[src/rtl/cmd_arbiter.sv]
// Two-source command arbiter for cmd_proc: grants the UART wrapper or TourCmd,
// holds the grant until send_resp or watchdog expiry, routes handshakes to the owner.
module cmd_arbiter #(
  parameter int unsigned TIMEOUT = 5_000_000,
  localparam int unsigned WD_W = $clog2(TIMEOUT + 1)
) (
  input  logic        clk_i,
  input  logic        rst_n_i,
  input  logic [15:0] cmd_UART_i,
  input  logic        cmd_rdy_UART_i,
  output logic        clr_cmd_rdy_UART_o,
  output logic        send_resp_UART_o,
  input  logic [15:0] cmd_tour_i,
  input  logic        cmd_rdy_tour_i,
  output logic        clr_cmd_rdy_tour_o,
  output logic        send_resp_tour_o,
  input  logic        tour_lock_i,
  output logic [15:0] cmd_o,
  output logic        cmd_rdy_o,
  input  logic        clr_cmd_rdy_i,
  input  logic        send_resp_i,
  output logic        owner_o,
  output logic        timeout_o
);

  // state | meaning
  // IDLE  | no grant; winner picked from pending requests
  // ISSUE | command presented (cmd_rdy=1), waiting for clr_cmd_rdy
  // EXEC  | command accepted, waiting for send_resp
  typedef enum logic [1:0] {IDLE, ISSUE, EXEC} state_t;

  state_t            state_q;
  logic [15:0]       cmd_q;
  logic              cmd_rdy_q;
  logic              owner_q;
  logic              timeout_q;
  logic [WD_W-1:0]   wd_q;

  logic busy;
  logic wd_tc;
  logic done;
  logic expire;
  logic clr_fwd;
  logic grant_tour_d;
  logic grant_any_d;

  assign busy   = (state_q != IDLE);
  assign wd_tc  = (wd_q == WD_W'(TIMEOUT - 1));
  assign done   = busy && send_resp_i;
  // Completion beats the watchdog when both land in the same cycle.
  assign expire = busy && wd_tc && !send_resp_i;

  assign clr_fwd = (state_q == ISSUE) && clr_cmd_rdy_i && !expire;

  assign clr_cmd_rdy_UART_o = clr_fwd && !owner_q;
  assign clr_cmd_rdy_tour_o = clr_fwd &&  owner_q;
  assign send_resp_UART_o   = done && !owner_q;
  assign send_resp_tour_o   = done &&  owner_q;

  assign grant_tour_d = tour_lock_i ? cmd_rdy_tour_i : (cmd_rdy_tour_i && !cmd_rdy_UART_i);
  assign grant_any_d  = cmd_rdy_UART_i || cmd_rdy_tour_i;

  always_ff @(posedge clk_i or negedge rst_n_i) begin
    if (!rst_n_i) begin
      state_q   <= IDLE;
      cmd_q     <= 16'h0000;
      cmd_rdy_q <= 1'b0;
      owner_q   <= 1'b0;
      timeout_q <= 1'b0;
      wd_q      <= '0;
    end else begin
      timeout_q <= 1'b0;
      case (state_q)
        IDLE: begin
          if (grant_any_d) begin
            owner_q   <= grant_tour_d;
            cmd_q     <= grant_tour_d ? cmd_tour_i : cmd_UART_i;
            cmd_rdy_q <= 1'b1;
            wd_q      <= '0;
            state_q   <= ISSUE;
          end
        end
        ISSUE: begin
          wd_q <= wd_q + WD_W'(1);
          if (done) begin
            cmd_rdy_q <= 1'b0;
            state_q   <= IDLE;
          end else if (expire) begin
            cmd_rdy_q <= 1'b0;
            timeout_q <= 1'b1;
            state_q   <= IDLE;
          end else if (clr_cmd_rdy_i) begin
            cmd_rdy_q <= 1'b0;
            state_q   <= EXEC;
          end
        end
        EXEC: begin
          wd_q <= wd_q + WD_W'(1);
          if (done) begin
            state_q <= IDLE;
          end else if (expire) begin
            timeout_q <= 1'b1;
            state_q   <= IDLE;
          end
        end
        default: begin
          cmd_rdy_q <= 1'b0;
          state_q   <= IDLE;
        end
      endcase
    end
  end

  assign cmd_o     = cmd_q;
  assign cmd_rdy_o = cmd_rdy_q;
  assign owner_o   = owner_q;
  assign timeout_o = timeout_q;

endmodule

[config.mk]
export PLATFORM = sky130hd
export DESIGN_NAME = cmd_arbiter
export DESIGN_NICKNAME = d
export VERILOG_FILES = /design/src/rtl/cmd_arbiter.sv
export SDC_FILE = /design/constraint.sdc
export NUM_CORES = 1
export LEC_CHECK = 0
export ABC_AREA = 1
export BUFFER_PORTS_ARGS = -buffer_cell sky130_fd_sc_hd__buf_4
export CORE_ASPECT_RATIO = 0.5
export CORE_MARGIN = 2
export CORE_UTILIZATION = 30
export CTS_CLUSTER_DIAMETER = 100
export DETAILED_ROUTE_END_ITERATION = 16
export SETUP_SLACK_MARGIN = 0.15
export SYNTH_ARGS = -nofsm -noshare
export SYNTH_HDL_FRONTEND = slang
export SYNTH_SLANG_ARGS = --single-unit
[constraint.sdc]
create_clock -name clk_i -period 4.85 [get_ports clk_i]
set_input_delay 1.2125 -clock clk_i [delete_from_list [all_inputs] [get_ports clk_i]]
set_output_delay 1.2125 -clock clk_i [all_outputs]
set_load 0.01 [all_outputs]
==> results of run 1 <==
## how the worst min path moves through the flow
stage          startpoint          to  slack, ns  cells past startpoint
2_1_floorplan  state_q[1]  state_q[1]       0.47                      2
3_3_place_gp    cmd_rdy_o   cmd_rdy_o       0.46                      2
3_5_place_dp    cmd_rdy_o   cmd_rdy_o       0.49                      2
4_1_cts         cmd_rdy_o   cmd_rdy_o       0.51                      2
5_1_grt        state_q[0]  state_q[0]       0.53                      2
6_report        cmd_rdy_o   cmd_rdy_o       0.50                      2
## cell families after synthesis
group,after synthesis
AND/OR/NAND/NOR,189
AO/OA/AOI/OAI,64
buffers and inverters,45
flip-flops,44
adder cells (fa/ha/maj),4
XOR/XNOR,1
## registers in the layout (all words and copies together), names as in the netlist
register,count
wd_q,23
cmd_o,16
state_q,2
cmd_rdy_o,1
owner_o,1
timeout_o,1
## placed cells by master (no fill, tap or decap), drive strengths merged, types with 2 or more instances in the layout
cell / netlist / final
o21ai: 16 / 16
nand4: 7 / 7
inv: 37 / 37
a21oi: 44 / 44
nand2: 90 / 90
nor2: 65 / 65
nor3: 8 / 8
clkbuf: 1 / 6
nand3: 19 / 19
dfrtp: 44 / 44
o21a: 2 / 2
ha: 4 / 4
buf: 7 / 62
## per-layer routing
| layer | global-route usage | part of all wire | up-vias |
|---|---|---|---|
| met5 | 0 | 0 | - |
| met4 | 0.02926 | 0.0058 | 0 |
| met3 | 0.03289 | 0.061 | 4 |
| met2 | 0.2327 | 0.42 | 56 |
| met1 | 0.1945 | 0.51 | 1080 |
| li1 | - | - | 1237 |
## worst min-delay path: stages (launching register included)
cell and delay, ns:
dfrtp_1 0.35, nand2_1 0.06, nand2_1 0.05
## where the power goes
group          leakage (nW)  switching, mW  internal (mW)  total (mW)
clock                0.0667          0.130          0.187       0.317
combinational         0.874          0.361          0.245       0.607
sequential            0.559         0.0718          0.468       0.540
## area by class of cell
class / instances / area share
inverters: 37 / 0.04314
flip-flops and latches: 44 / 0.3420
multi-input cells: 258 / 0.3852
clock inverters: 1 / 0.001555
clock buffers: 6 / 0.04003
well taps: 112 / 0.04353
repair buffers: 62 / 0.1446
==> results.cfg, run 1 <==
[finish]
syn_to_final_growth_pct = 27.31
multi_input_area_sq_um = 1240
antenna_cells = 0
fillers = 843
instances_no_fill = 520
final_layout_size_suffix_gt1_frac = 0.2279
nets = 451
fin_area_sq_um = 3219
finish.utilization = 0.3981
regArea_sq_um = 1101

[timing]
slew_headroom = 0.4836
tns_ns = 0
slew_violations = 0
period_needed_ns = 3.194
rsz0062_at_grt = false
setup_viol = 0
setup_slack_ns = 1.656
whs_ns = 0.4985
skew_ns = 0.005627
tightest_slew_ns = 0.7744
min_period_over_period = 0.6585
fmax_mhz = 313.1
hold_viol_final = 0

[global_route]
grt_antenna_before_repair = 0
grt_max_degree = 45
grt_pass1_wl_mm = 10.34
grt_overflow = 0
grtUsageTotal = 0.1419
grt_pass1_vias = 2164

[yosys]
syn_area_sq_um = 2529
synth-adder-area-share = 0.01979
synth_top_family_by_area = simple AND/OR/NAND/NOR gates
synth_xor_area_frac = 0.003464
synth-edff-count = 0
synthFlopType = dfrtp_1
yosys_warnings = 0
synth_nets = 390
synth_top_area_frac = 0.4354
syn_inst = 347
synthMuxAreaShare = 0
yosysSeqAreaShare = 0.4354
syn_area_per_cell_sq_um = 7.287
synthSimpleGateAreaFrac = 0.3320
synth_seq_cells = 44
synth_common_cells = nand2_1, nor2_1, a21oi_1, dfrtp_1, inv_1
synth.most_common_cell = nand2_1
synth_cell_type_count = 25
yosysTopAreaCell = dfrtp_1
async_flop_share = 1.000
ys_top_cells_by_area = dfrtp_1, nand2_1, a21oi_1
synth_compound_area_frac = 0.1351

[setup_path]
endpoint = clr_cmd_rdy_UART_o
crit_type = in -> out
reg2reg_setup_slack_ns = 2.76
rr_endpoint = wd_q[14]
required_ns = 3.64
crit_fanout = 5
cp-startpoint = send_resp_i
cp_num_buf_inv = 2
path_cells = buf_4 > nor2_1 > nand2_1 > nor2_2 > nand2_2 > nand2_1 > nor3_1 > buf_4
critPathLaunchType = primary input
r2r-start = state_q[1]
end_kind = output pin
max_stage_delay_ns = 0.14
critPathArrivalTime_ns = 1.98
reg2regPathDepth = 11
critPathTopFamily = simple AND/OR/NAND/NOR gates
crit_cells = 8
cp_slowest_cell = buf_4

[detailed_routing]
antenna_left = 0
num_vias = 2377
wl_per_cell_um = 11.85
routed_wirelength_mm = 6.162
drc = 0
drt_iter0_markers = 124
avgViaCountPerCell = 4.571
drt_first_pass_iters = 4

[floorplanning]
die_y_um = 68.92
coreArea_sq_um = 8087
boundaryPins = 62
die_x_um = 133.8
rows = 23
initial_core_util = 0.3127
die-area_sq_um = 9224

[placement]
placed_cell_area_sq_um = 3085
dp_slack_ns = 1.642
dp_hpwl_mm = 4.618
gp_congestion = 0.8534
dp_cells = 513
placement.io_buffers = 61

[power_and_ir_drop]
total_power_mw = 1.463
ir_worst_vdd_mv = 0.1543
p_leak_nw = 1.500
power_density_nw_per_um2 = 454.5

[clocking]
clockBufferDepth = 2
htree_num_levels = 2
post_cts_buffers = 0
cts_root_buffer = clkbuf_16
cts_sinks = 44
clkSlewWorstSetupHoldPaths_ns = 0.06
numCtsBuffers = 5
clock_latency_ns = 0.28
cts_tree = built
cts_resized = 0
hold_buffers = 0

[run]
max-cap-violations = 0

[min_path]
hold_class = reg -> reg

[outcome]
status = complete, no violations
No activity file was read; power rests on OpenSTA's default activity.
==> run 2: changes to the inputs <==
ABC_AREA = 0   (was 1)
clock period = 2.9 ns   (was 4.85 ns; I/O delays follow)
==> run 2 against run 1 <==
Sequential share of layout area decreased by 0.54 points. Global-route usage decreased by 0.70 points. Sequential power increased by 63%.
==> results.cfg, run 2 <==
[outcome]
status = complete, no violations

[detailed_routing]
drt_first_pass_iters = 4
wl_per_cell_um = 13.54
drc = 0
num_vias = 2019
drt_iter0_markers = 83
avgViaCountPerCell = 4.728
antenna_left = 0
routed_wirelength_mm = 5.782

[finish]
finish.utilization = 0.4093
top_register = wd_q
nets = 357
layout_common_cells = buf_4, dfrtp_1, nand2_1, nor2_1, o21ai_0
final_common_cell = buf_4
instances_no_fill = 427
fin_area_sq_um = 3274
final_layout_size_suffix_gt1_frac = 0.3111
syn_to_final_growth_pct = 32.57
fillers = 797
largest_reg_flops = 23
antenna_cells = 0

[timing]
min_period_over_period = 0.9255
whs_ns = 0.4279
tns_ns = 0
tightest_slew_ns = 0.5659
rsz0062_at_grt = false
setup_viol = 0
slew_headroom = 0.6227
period_needed_ns = 2.684
setup_slack_ns = 0.2159
slew_violations = 0
hold_viol_final = 0
fmax_mhz = 372.6
skew_ns = 0.003538

[yosys]
synth_cell_type_count = 46
synth_common_cells = dfrtp_1, nand2_1, nor2_1
synthFlopType = dfrtp_1
syn_area_sq_um = 2470
yosysSeqAreaShare = 0.4458
synth_seq_cells = 44
syn_inst = 249
synth_top_family_by_area = simple AND/OR/NAND/NOR gates
synth_xor_area_frac = 0.05674
synth_nets = 292
synth_top_area_frac = 0.4458
yosys_warnings = 0
syn_area_per_cell_sq_um = 9.919
ys_top_cells_by_area = dfrtp_1, mux2i_1, xnor2_1
synthSimpleGateAreaFrac = 0.2497
synthMuxAreaShare = 0.06890
synth_compound_area_frac = 0.1175
synth.most_common_cell = dfrtp_1
synth-adder-area-share = 0.02026
yosysTopAreaCell = dfrtp_1
async_flop_share = 1.000
synth-edff-count = 0

[setup_path]
r2r-start = state_q[0]
required_ns = 2.17
reg2reg_setup_slack_ns = 0.71
crit_type = reg -> out
cp_slowest_cell = or4_4
max_stage_delay_ns = 0.49
crit_fanout = 5
critPathArrivalTime_ns = 1.96
reg2regPathDepth = 9
path_cells = nand4bb_1 > or4_4 > o21ai_4 > inv_1 > and3_1 > buf_4
critPathLaunchType = flop
rr_endpoint = wd_q[13]
end_kind = output pin
cp-startpoint = wd_q[13]

[floorplanning]
boundaryPins = 62
die_x_um = 132.3
rows = 23
die-area_sq_um = 9019
initial_core_util = 0.3087
coreArea_sq_um = 8000
die_y_um = 68.16

[placement]
gp_congestion = 0.8715
placement.io_buffers = 61
placed_cell_area_sq_um = 3064
dp_cells = 417
dp_slack_ns = 0.3636
dp_hpwl_mm = 4.246

[global_route]
grtUsageTotal = 0.1349
grt_antenna_before_repair = 0
grt_pass1_vias = 2041
grt_overflow = 0
grt_max_degree = 45
grt_pass1_wl_mm = 9.701

[clocking]
clockBufferDepth = 2
clock_latency_ns = 0.29
htree_num_levels = 2
numCtsBuffers = 5
cts_tree = built
clkSlewWorstSetupHoldPaths_ns = 0.06
cts_sinks = 44
cts_root_buffer = clkbuf_16

[power_and_ir_drop]
switchingPower_mw = 0.8676
clkPwrFrac = 0.268
ir_worst_vdd_mv = 0.3711
pwr-share-seq = 0.349
p_leak_nw = 1.475
power_density_nw_per_um2 = 767.9
p_sw_frac = 0.3450
pwr-share-comb = 0.383
total_power_mw = 2.514
intPower_mw = 1.647

[run]
max-cap-violations = 0

[min_path]
hold_class = in -> async
[run 2: changes by cell type in the layout (fill, tap and decap cells not counted), moves of 11 or more]
| cell | before | now |
|---|---|---|
| a21oi_1 | 44 | 5 |
| nand2_1 | 82 | 26 |
| mux2i_1 | 0 | 17 |
| xnor2_1 | 0 | 16 |
| nand3_1 | 17 | 6 |
| nor2_1 | 58 | 25 |
| inv_1 | 33 | 10 |
[run 2: layout make-up]
type	instances	area (sq um)	share of cell area
clock buffer	6	138.9	0.04241
clock inverter	2	38.79	0.01185
inverter	10	37.54	0.01146
multi-input combinational	183	1291	0.3943
sequential	44	1102	0.3366
tap	112	140.1	0.04280
timing repair buffer	70	525.5	0.1605
[run 2: repair_timing]
item                                    4_1_cts  5_1_grt
gates resized for setup                       2        3
hold buffers                                  0        0
endpoints found under the setup margin        1        1
pin swaps                                     0        3
buffers inserted                              0        2
cloned                                        0        0
[run 2: logic make-up after synthesis]
family / Yosys count
buf+inv: 22
xor+xnor: 16
mux: 17
flops: 44
simple gates: 102
compound gates: 44
fa+ha+maj: 4
[run 2: worst max-delay path: cells and delay by family (launching register included)]
family          cells  cell delay (ns)
simple gates        3             0.89
flops               1             0.45
buf+inv             2             0.18
compound gates      1             0.15
[run 2: routing by layer]
metal  share of wire  wire, um  vias to the layer above  GRT usage
met5               0         0                        -          0
met4          0.0067        39                        0    0.04301
li1                -         -                     1009          -
met1            0.46      2650                      949     0.1721
met3           0.060       348                        4    0.02963
met2            0.47      2743                       57     0.2338
[run 2: worst max path at each step]
stage	end	cells past startpoint	slack, ns
after floorplan	clr_cmd_rdy_tour_o	8	0.49
after global placement	clr_cmd_rdy_tour_o	7	0.39
after detailed placement	clr_cmd_rdy_tour_o	7	0.36
after CTS	clr_cmd_rdy_tour_o	6	0.16
after global routing	clr_cmd_rdy_tour_o	7	0.15
final	clr_cmd_rdy_tour_o	6	0.22
[run 2: power groups by stage]
stage	Clock [mW]	Combinational, mW	Sequential, mW
final	0.674	0.963	0.878
after global routing	0.725	1.08	0.900
after CTS	0.694	0.950	0.880
after detailed placement	0	0.946	0.888
after global placement	0	0.928	0.884
after floorplan	0	0.478	0.934
